$ cat config.mk
export PLATFORM = sky130hd
export DESIGN_NAME = ring_lock_monitor
export DESIGN_NICKNAME = d
export VERILOG_FILES = /design/src/rtl/ring_lock_monitor.sv
export SDC_FILE = /design/constraint.sdc
export NUM_CORES = 1
export LEC_CHECK = 0
export CAP_MARGIN = 5
export CORE_ASPECT_RATIO = 1.25
export CORE_MARGIN = 5
export CORE_UTILIZATION = 51
export DETAILED_ROUTE_END_ITERATION = 12
export GPL_TIMING_DRIVEN = 0
export PLACE_DENSITY = 0.8
export SYNTH_ARGS = -nofsm -noshare
export SYNTH_HDL_FRONTEND = slang
export SYNTH_SLANG_ARGS = --single-unit
$ cat constraint.sdc
create_clock -name fpga_clk_i -period 3.2 [get_ports fpga_clk_i]
set_input_delay 0.32 -clock fpga_clk_i [delete_from_list [all_inputs] [get_ports fpga_clk_i]]
set_output_delay 0.32 -clock fpga_clk_i [all_outputs]
set_load 0.01 [all_outputs]
$ cat src/rtl/ring_lock_monitor.sv
// Lock detector for a ring-oscillator loop: samples phase errors and the DCO code
// on each synchronised gen_div edge and runs an acquire/lock/holdover FSM.
module ring_lock_monitor #(
    parameter int ERROR_WIDTH  = 5,
    parameter int DCO_CC_WIDTH = 5,
    parameter int ERR_THRESH   = 2,
    parameter int DCO_TOL      = 1,
    parameter int LOCK_COUNT   = 16,
    parameter int UNLOCK_COUNT = 4
) (
    input  logic                     fpga_clk_i,
    input  logic                     reset_i,
    input  logic                     enable_i,
    input  logic                     gen_div_i,
    input  logic [ERROR_WIDTH-1:0]   error_left_i,
    input  logic [ERROR_WIDTH-1:0]   error_above_i,
    input  logic [DCO_CC_WIDTH-1:0]  dco_cc_i,
    output logic                     locked_o,
    output logic                     lost_o,
    output logic [1:0]               state_o,
    output logic [ERROR_WIDTH-2:0]   max_err_o,
    output logic [7:0]               lock_events_o
);

    localparam int MW  = ERROR_WIDTH - 1;
    localparam int RW  = $clog2(LOCK_COUNT + 1);
    localparam int MSW = $clog2(UNLOCK_COUNT + 1);
    localparam logic [MW-1:0]           THR   = MW'(ERR_THRESH);
    localparam logic [DCO_CC_WIDTH-1:0] TOL   = DCO_CC_WIDTH'(DCO_TOL);
    localparam logic [RW-1:0]           RUN_L = RW'(LOCK_COUNT - 1);
    localparam logic [MSW-1:0]          MIS_L = MSW'(UNLOCK_COUNT - 1);

    typedef enum logic [1:0] {
        UNLOCKED = 2'd0,
        ACQUIRE  = 2'd1,
        LOCKED   = 2'd2,
        HOLDOVER = 2'd3
    } state_t;

    // Most negative input saturates to the largest positive magnitude.
    function automatic logic [MW-1:0] mag(input logic [ERROR_WIDTH-1:0] e);
        if (!e[ERROR_WIDTH-1])
            return e[MW-1:0];
        else if (e[MW-1:0] == '0)
            return '1;
        else
            return ~e[MW-1:0] + MW'(1);
    endfunction

    logic sync1_q, sync1_d, sync2_q, sync2_d, sync3_q, sync3_d;
    logic [1:0] warm_q, warm_d;
    logic armed_q, armed_d, strobe_q, strobe_d;
    logic smp_valid_q, smp_valid_d;
    logic [ERROR_WIDTH-1:0] smp_el_q, smp_el_d, smp_ea_q, smp_ea_d;
    logic [DCO_CC_WIDTH-1:0] smp_dco_q, smp_dco_d, prev_dco_q, prev_dco_d;
    logic prev_valid_q, prev_valid_d;
    state_t state_q, state_d;
    logic [RW-1:0] run_q, run_d;
    logic [MSW-1:0] miss_q, miss_d;
    logic locked_q, locked_d, lost_q, lost_d;
    logic [MW-1:0] max_err_q, max_err_d;
    logic [7:0] events_q, events_d;

    logic [MW-1:0] mag_l, mag_a, mx;
    logic [DCO_CC_WIDTH-1:0] dco_diff;
    logic in_win;

    always_comb begin
        sync1_d = gen_div_i;
        sync2_d = sync1_q;
        sync3_d = sync2_q;
        warm_d = {warm_q[0], 1'b1};
        // Arm only once the synchroniser holds a real low, not its reset value.
        armed_d = armed_q | (warm_q[1] & ~sync2_q);
        strobe_d = sync2_q & ~sync3_q & armed_q;

        smp_valid_d = strobe_q & enable_i;
        smp_el_d = strobe_q ? error_left_i : smp_el_q;
        smp_ea_d = strobe_q ? error_above_i : smp_ea_q;
        smp_dco_d = strobe_q ? dco_cc_i : smp_dco_q;

        mag_l = mag(smp_el_q);
        mag_a = mag(smp_ea_q);
        mx = (mag_l > mag_a) ? mag_l : mag_a;
        dco_diff = (smp_dco_q >= prev_dco_q) ? smp_dco_q - prev_dco_q
                                             : prev_dco_q - smp_dco_q;
        in_win = (mx <= THR) && (!prev_valid_q || dco_diff <= TOL);

        prev_dco_d = prev_dco_q;
        prev_valid_d = prev_valid_q;
        state_d = state_q;
        run_d = run_q;
        miss_d = miss_q;
        lost_d = 1'b0;
        max_err_d = max_err_q;
        events_d = events_q;

        if (smp_valid_q) begin
            max_err_d = mx;
            prev_dco_d = smp_dco_q;
            prev_valid_d = 1'b1;
            unique case (state_q)
                UNLOCKED: begin
                    if (in_win) begin
                        state_d = ACQUIRE;
                        run_d = RW'(1);
                    end
                end
                ACQUIRE: begin
                    if (!in_win) begin
                        state_d = UNLOCKED;
                        run_d = '0;
                    end else if (run_q >= RUN_L) begin
                        state_d = LOCKED;
                        run_d = '0;
                        if (events_q != 8'hFF)
                            events_d = events_q + 8'd1;
                    end else begin
                        run_d = run_q + RW'(1);
                    end
                end
                LOCKED: begin
                    if (!in_win) begin
                        state_d = HOLDOVER;
                        miss_d = MSW'(1);
                    end
                end
                HOLDOVER: begin
                    if (in_win) begin
                        state_d = LOCKED;
                        miss_d = '0;
                    end else if (miss_q >= MIS_L) begin
                        state_d = UNLOCKED;
                        miss_d = '0;
                        lost_d = 1'b1;
                    end else begin
                        miss_d = miss_q + MSW'(1);
                    end
                end
            endcase
        end

        if (!enable_i) begin
            smp_valid_d = 1'b0;
            state_d = UNLOCKED;
            run_d = '0;
            miss_d = '0;
            prev_valid_d = 1'b0;
            lost_d = 1'b0;
        end

        locked_d = (state_d == LOCKED) || (state_d == HOLDOVER);
    end

    always_ff @(posedge fpga_clk_i or negedge reset_i) begin
        if (!reset_i) begin
            sync1_q <= 1'b0;
            sync2_q <= 1'b0;
            sync3_q <= 1'b0;
            warm_q <= '0;
            armed_q <= 1'b0;
            strobe_q <= 1'b0;
            smp_valid_q <= 1'b0;
            smp_el_q <= '0;
            smp_ea_q <= '0;
            smp_dco_q <= '0;
            prev_dco_q <= '0;
            prev_valid_q <= 1'b0;
            state_q <= UNLOCKED;
            run_q <= '0;
            miss_q <= '0;
            locked_q <= 1'b0;
            lost_q <= 1'b0;
            max_err_q <= '0;
            events_q <= '0;
        end else begin
            sync1_q <= sync1_d;
            sync2_q <= sync2_d;
            sync3_q <= sync3_d;
            warm_q <= warm_d;
            armed_q <= armed_d;
            strobe_q <= strobe_d;
            smp_valid_q <= smp_valid_d;
            smp_el_q <= smp_el_d;
            smp_ea_q <= smp_ea_d;
            smp_dco_q <= smp_dco_d;
            prev_dco_q <= prev_dco_d;
            prev_valid_q <= prev_valid_d;
            state_q <= state_d;
            run_q <= run_d;
            miss_q <= miss_d;
            locked_q <= locked_d;
            lost_q <= lost_d;
            max_err_q <= max_err_d;
            events_q <= events_d;
        end
    end

    assign locked_o = locked_q;
    assign lost_o = lost_q;
    assign state_o = state_q;
    assign max_err_o = max_err_q;
    assign lock_events_o = events_q;

endmodule

==> impl_results.md, run 1 <==
* Worst Skew at 0.00932 ns
* CP bufs+invs at 2
* Crit path max-delay family: compound AO/OA/AOI/OAI gates
* Share of cells above drive strength 1 at 16.3%
* Synthesized area at 3010 µm²
* CP Class: flop to flop
* Routed wire length at 6.81 mm
* Worst Hold Class: flop to flop
* Final Critical Period at 3.15 ns
* CP max stage delay at 0.51 ns
* Setup Slack @ Placement at -0.287 ns
* Synth Warn # at 0
* Initial antenna violation count at 0
* Reg2Reg Setup Slack at 0.05 ns
* Post-Layout Cell Count at 428
* Core outline area at 5780 µm²
* Final setup TNS at 0 ns
* Seq/Total Area, Yosys at 44.1%
* Highest metal used: met4
* # H-tree levels at 2
* Synth Instances at 305
* Status: completed
* Fill cell count at 479
* Worst skew pair latency at 0.31 ns
* Wire length on met3 at 240 µm
* DR vias at 2492
* Hold Slack at 0.355 ns
* Post-synth EDFFs at 0
* Total of max-cap violations at 0
* Syn_nets at 346
* Drt first pass iters at 4
* Placer Congestion at 0.847
* # setup viols final at 0
* Sink Count at 53
* Worst Path Arrival at 3.34 ns
* Commonest non-fill, non-tap cell in the layout: dfrtp_1
* Number of antenna repair diodes at 0
* Tightest Pin Transition at 0.596 ns
* Vias/cell at 5.82
* CP endpoint kind: flop
* #FFs+latches synth at 53
* Reg2reg start: smp_el_q[0]$_DFFE_PN0P_
* Async S/R FF share, synth at 100%
* ANT nets after route at 0
* Clk pin slew, worst setup/hold paths at 0.10 ns
* Total power at 0.00203 W
* Maximum root-to-sink buffer count at 2
* CTS tree: yes
* Violation count after the first detailed-route iteration at 141
* Die H at 95.8 µm
* Netlist cell types at 61
* Total CTS buffers at 5
* Global route overflow at 0
* Wl on met1 at 2.89 mm
* Initial core utilization at 52.0%
* I/O Pins at 35
* Critical path launch point: smp_el_q[0]$_DFFE_PN0P_
* Syn_area_per_cell at 9.86 µm²
* Slew Viols, Final at 0
* Port-buffer cells at 33
* Required @ worst endpoint at 3.39 ns
* Total GRT Usage at 19.4%
* DP HPWL at 4.72 mm
* Chip width at 78.7 µm
* WL/cell at 15.9 µm
* LEAKAGE at 1.66 nW
* Most frequent cells in the layout: dfrtp_1, clkdlybuf4s50_1, nand2_1, inv_1, o21ai_0
* Final worst slack at 0.0481 ns
* CP Depth at 12
* Sequential cell area at 1330 µm²
* Final period util at 98.5%
* Clock root cell: clkbuf_8
* Worst-path fanout max at 6
* Worst path cell trace: inv_1 > ha_4 > o41a_1 > o21ai_2 > inv_1 > ha_4 > nand2_1 > o21ai_2 > and3_4 > o22ai_4 > or4_4 > mux2_4
* Peak supply drop at 0.000322 V
* Multi-input logic area at 1610 µm²
* Largest net degree at the start of global routing at 38
* Placed cell count at 405
* CP Capture Point: lock_events_o[1]$_DFFE_PN0P_
* First-pass GRT wire length at 11.7 mm
* Ys flop type: dfrtp_1
* Startpoint types: flop
* Nets at 402
* Met2 wire length at 3.54 mm
* Die Area at 7540 µm²
* Layout area overhead at 23.7%
* Capturing point of the worst reg2reg path: lock_events_o[1]$_DFFE_PN0P_
* Pwr dens at 545 nW/µm²
* Reg2Reg Depth at 12
* Remaining DRCs at 0
* Hold Violations, Final at 0
* FP Rows at 31
* CP max-delay cell: or4_4
* Slew HR at 60.0%
* Top achievable clock speed at 0.317 GHz
* Vias in the first global route at 2612
==> worst min path at each step <==
stage                     cells after the start                  end                 from
after CTS                                     0    sync2_q$_DFF_PN0_    sync1_q$_DFF_PN0_
after detailed placement                      1     lost_o$_DFF_PN0_              reset_i
final                                         0    sync2_q$_DFF_PN0_    sync1_q$_DFF_PN0_
after global routing                          0  warm_q[1]$_DFF_PN0_  warm_q[0]$_DFF_PN0_
after global placement                        0  warm_q[1]$_DFF_PN0_  warm_q[0]$_DFF_PN0_
after floorplan                               0    armed_q$_DFF_PN0_              reset_i
==> kinds of logic after synthesis <==
family,synth area share [%]
compound gates,17.1
simple gates,14.9
buf+inv,5.16
mux,6.03
xor+xnor,2.91
fa+ha+maj,9.65
other cells,0.125
flops,44.1
==> stage by stage <==
step	cell area (µm²)	util (%)
finish	3720	64.3
global route	3720	64.3
CTS	3610	62.5
detailed placement	3430	59.4
global placement	3420	59.2
floorplan	3010	-
==> state kept, by name, summed over array words and instances (netlist names), 2 cells and up <==
signal and flops:
state_o 2, run_q 5, lock_events_o 8, smp_el_q 5, prev_dco_q 5, smp_ea_q 5
smp_dco_q 5, max_err_o 4, warm_q 2, miss_q 3
==> area by class of cell <==
| class | count | area share [%] |
|---|---|---|
| timing repair buffer | 49 | 12.4 |
| multi-input combinational | 213 | 43.2 |
| buffer | 10 | 1.28 |
| tap | 66 | 2.22 |
| clock inverter | 3 | 0.471 |
| sequential | 53 | 35.7 |
| inverter | 29 | 2.93 |
| clock buffer | 5 | 1.85 |
==> layer usage <==
metal	global-route usage, %	vias to the layer above
li1	-	1192
met1	22.6	1222
met2	35.3	64
met3	3.75	14
met4	7.14	0
met5	0	-
==> Yosys cell counts (3+ instances only) <==
cell	n	area share, %
dfrtp_1	53	44
nand2_1	30	3.7
inv_1	29	3.6
o21ai_0	21	3.5
ha_1	20	8.3
nor2_1	19	2.4
a21oi_1	13	2.2
mux2_2	12	4.5
clkbuf_1	8	1.0
nor3_1	7	1.2
xor2_1	7	2.0
nand3_1	5	0.83
nand3b_1	5	1.2
a31oi_1	4	0.83
a211oi_1	3	0.75
and2_1	3	0.62
nor4_1	3	0.62
o311ai_0	3	0.87
xnor2_1	3	0.87
==> power by group <==
group | switching (W) | internal, W | total [W]
Sequential | 0.0000568 | 0.000742 | 0.000798
Combinational | 0.000441 | 0.000413 | 0.000854
Clock | 0.000223 | 0.000152 | 0.000375
==> what timing repair did <==
item,in CTS,in global routing
pin swaps,3,9
buffers inserted,6,8
endpoints found under the hold margin,16,0
gates resized for setup,10,6
endpoints found under the setup margin,14,13
hold buffers,1,0
Power figures use the tool's default switching activity.
==> run 2, diff against run 1 <==
--- a/config.mk
+++ b/config.mk
@@ -9,6 +9,7 @@
 export CORE_ASPECT_RATIO = 1.25
 export CORE_MARGIN = 5
 export CORE_UTILIZATION = 51
+export CTS_CLUSTER_SIZE = 16
 export DETAILED_ROUTE_END_ITERATION = 12
 export GPL_TIMING_DRIVEN = 0
 export PLACE_DENSITY = 0.8
==> results of run 2 <==
Same layout as run 1: the final DEF is identical, and so are final timing and power.
==> run 3, diff against run 2 <==
--- a/config.mk
+++ b/config.mk
@@ -7,7 +7,7 @@
 export LEC_CHECK = 0
 export CAP_MARGIN = 5
 export CORE_ASPECT_RATIO = 1.25
-export CORE_MARGIN = 5
+export CORE_MARGIN = 2
 export CORE_UTILIZATION = 51
 export CTS_CLUSTER_SIZE = 16
 export DETAILED_ROUTE_END_ITERATION = 12
==> run 3 against run 2 <==
Net effect:
- clock-buffer cell count unchanged
- worst hold slack got worse by 0.00098 ns
- final cell count decreased by 0.70%
- clock skew decreased by 0.0016 ns
- sequential power increased by 0.5%
- die area decreased by 13%
- cell area about the same
- register-to-register slack about the same
- setup slack improved by 0.012 ns
- highest routed layer unchanged
==> impl_results.md, run 3 (same netlist as run 1, synthesis figures left out) <==
* DP HPWL at 4.57 mm (was 4.72 mm)
* Initial core utilization at 52.4% (was 52.0%)
* FP Rows at 31 (unchanged)
* Worst skew pair latency at 0.31 ns (about the same)
* Drt first pass iters at 4 (unchanged)
* Top achievable clock speed at 0.319 GHz (was 0.317 GHz)
* DR vias at 2440 (was 2492)
* Slew HR at 62.3% (was 60.0%)
* Nets at 400 (was 402)
* Final Critical Period at 3.14 ns (was 3.15 ns)
* Largest net degree at the start of global routing at 39 (was 38)
* Final setup TNS at 0 ns (unchanged)
* Most frequent CP cell: a21oi_2
* First-pass GRT wire length at 11.1 mm (was 11.7 mm)
* CP max stage delay at 0.51 ns (about the same)
* Vias/cell at 5.74 (was 5.82)
* Required @ worst endpoint at 3.39 ns (about the same)
* Global route overflow at 0 (unchanged)
* Vias in the first global route at 2521 (was 2612)
* Port-buffer cells at 33 (unchanged)
* Hold Slack at 0.354 ns (was 0.355 ns)
* Met1 Usage GRT at 25.5% (was 22.6%)
* Worst Skew at 0.00768 ns (was 0.00932 ns)
* Number of antenna repair diodes at 0 (unchanged)
* Final period util at 98.1% (was 98.5%)
* Die Area at 6530 µm² (was 7540 µm²)
* CP endpoint kind: flop (unchanged)
* Slew Viols, Final at 0 (unchanged)
* Worst Path Arrival at 3.33 ns (was 3.34 ns)
* Chip width at 72.7 µm (was 78.7 µm)
* Total power at 0.00207 W (was 0.00203 W)
* Reg2Reg Setup Slack at 0.06 ns (was 0.05 ns)
* Placer Congestion at 0.876 (was 0.847)
* Violation count after the first detailed-route iteration at 126 (was 141)
* Routed wire length at 6.65 mm (was 6.81 mm)
* Die H at 89.8 µm (was 95.8 µm)
* # setup viols final at 0 (unchanged)
* Met2 Use GR at 37.0% (was 35.3%)
* Worst path cell trace: inv_1 > ha_2 > mux2_2 > a21oi_1 > ha_4 > a21oi_2 > o21ai_2 > a21oi_2 > o22ai_4 > or4_4 > mux2_4 (was inv_1 > ha_4 > o41a_1 > o21ai_2 > inv_1 > ha_4 > nand2_1 > o21ai_2 > and3_4 > o22ai_4 > or4_4 > mux2_4)
* ANT nets after route at 0 (unchanged)
* Maximum root-to-sink buffer count at 2 (unchanged)
* CP Class: flop to flop (unchanged)
* CP bufs+invs at 1 (was 2)
* Worst Hold Class: flop to flop (unchanged)
* Worst-path fanout max at 6 (unchanged)
* Commonest non-fill, non-tap cell in the layout: dfrtp_1 (unchanged)
* Total GRT Usage at 21.0% (was 19.4%)
* Total of max-cap violations at 0 (unchanged)
* Peak supply drop at 0.000335 V (was 0.000322 V)
* I/O Pins at 35 (unchanged)
* Number of flip-flops in the largest register at 8 (unchanged)
* CTS tree: yes (unchanged)
* Sink Count at 53 (unchanged)
* LEAKAGE at 1.66 nW (about the same)
* Post-route design area at 3720 µm² (about the same)
* CP max-delay cell: or4_4 (unchanged)
* DP Area at 3430 µm² (unchanged)
* Initial antenna violation count at 0 (unchanged)
* Remaining DRCs at 0 (unchanged)
* Clock root cell: clkbuf_8 (unchanged)
* Tightest Pin Transition at 0.566 ns (was 0.596 ns)
* WL/cell at 15.6 µm (was 15.9 µm)
* Share of cells above drive strength 1 at 15.9% (was 16.3%)
* Clk pin slew, worst setup/hold paths at 0.10 ns (about the same)
* Fill cell count at 461 (was 479)
* Crit path max-delay family: compound AO/OA/AOI/OAI gates (unchanged)
* Core outline area at 5740 µm² (was 5780 µm²)
* GRT Max-Usage Layer: met2 (unchanged)
* Met3 usage at 4.04% (was 3.75%)
* Final Core Density at 64.8% (was 64.3%)
* Status: completed (unchanged)
* # H-tree levels at 2 (unchanged)
* Total CTS buffers at 5 (unchanged)
* Pwr dens at 557 nW/µm² (was 545 nW/µm²)
* Hold Violations, Final at 0 (unchanged)
* Most frequent cells in the layout: dfrtp_1, clkdlybuf4s50_1, nand2_1, inv_1, o21ai_0 (unchanged)
* Layout area overhead at 23.6% (was 23.7%)
* Startpoint types: flop (unchanged)
* Sequential cell area at 1330 µm² (unchanged)
* Multi-input logic area at 1600 µm² (was 1610 µm²)
run 3: timing repair:
item                                    CTS  global route
setup buffers                             6             6
pin swaps                                 4             8
endpoints found under the setup margin   14            13
hold endpoints to repair                 15             0
resized for setup                        10             6
cloned                                    0             0
hold buffers                              1             0
run 3: worst reg2reg max path, delay by kind of cell, from the launching register on:
| family | cells | cell delay [ns] |
|---|---|---|
| buffers and inverters | 1 | 0.09 |
| DFF | 1 | 0.42 |
| and+or+nand+nor | 1 | 0.51 |
| adders and majority gates | 2 | 0.53 |
| AOI/OAI and AO/OA | 5 | 0.87 |
| muxes | 2 | 0.59 |
run 3: power breakdown:
group	switching [W]	internal, W	total, W
sequential	0.0000598	0.000742	0.000802
combinational	0.000422	0.000396	0.000817
clock	0.000223	0.000228	0.000450
run 3: worst paths after layout:
path / end / depth (start not counted) / from
worst max-delay path: lock_events_o[1]$_DFFE_PN0P_ / 11 / smp_ea_q[1]$_DFFE_PN0P_
worst min-delay path: warm_q[1]$_DFF_PN0_ / 0 / warm_q[0]$_DFF_PN0_
worst max register to register: lock_events_o[1]$_DFFE_PN0P_ / 11 / smp_ea_q[1]$_DFFE_PN0P_
worst min register to register: warm_q[1]$_DFF_PN0_ / 0 / warm_q[0]$_DFF_PN0_
max in group asynchronous: prev_dco_q[2]$_DFFE_PN0P_ / 3 / reset_i
min in group asynchronous: sync1_q$_DFF_PN0_ / 2 / reset_i
run 3: through the flow:
step / cells / setup slack (ns)
5_1_grt: 425 / -0.0244
6_report: 425 / 0.0603
3_3_place_gp: 404 / -0.229
3_5_place_dp: 405 / -0.292
2_1_floorplan: 305 / 0.0181
4_1_cts: 419 / 0.00196
run 3: final cells by class:
class | count | share of cell area (%)
Multi-Input combinational cell | 213 | 43.1
Sequential cell | 53 | 35.7
Timing Repair Buffer | 47 | 12.0
Inverter | 29 | 2.93
Tap cell | 66 | 2.22
Clock buffer | 5 | 1.85
Buffer | 10 | 1.28
Clock inverter | 2 | 0.942
run 3: per-layer routing:
metal | part of all wire, % | routed length, µm | vias to the layer above
met5 | 0 | 0 | -
met4 | 1.1 | 72 | 0
met3 | 4.6 | 306 | 7
met2 | 52 | 3470 | 51
met1 | 42 | 2800 | 1196
li1 | - | - | 1186
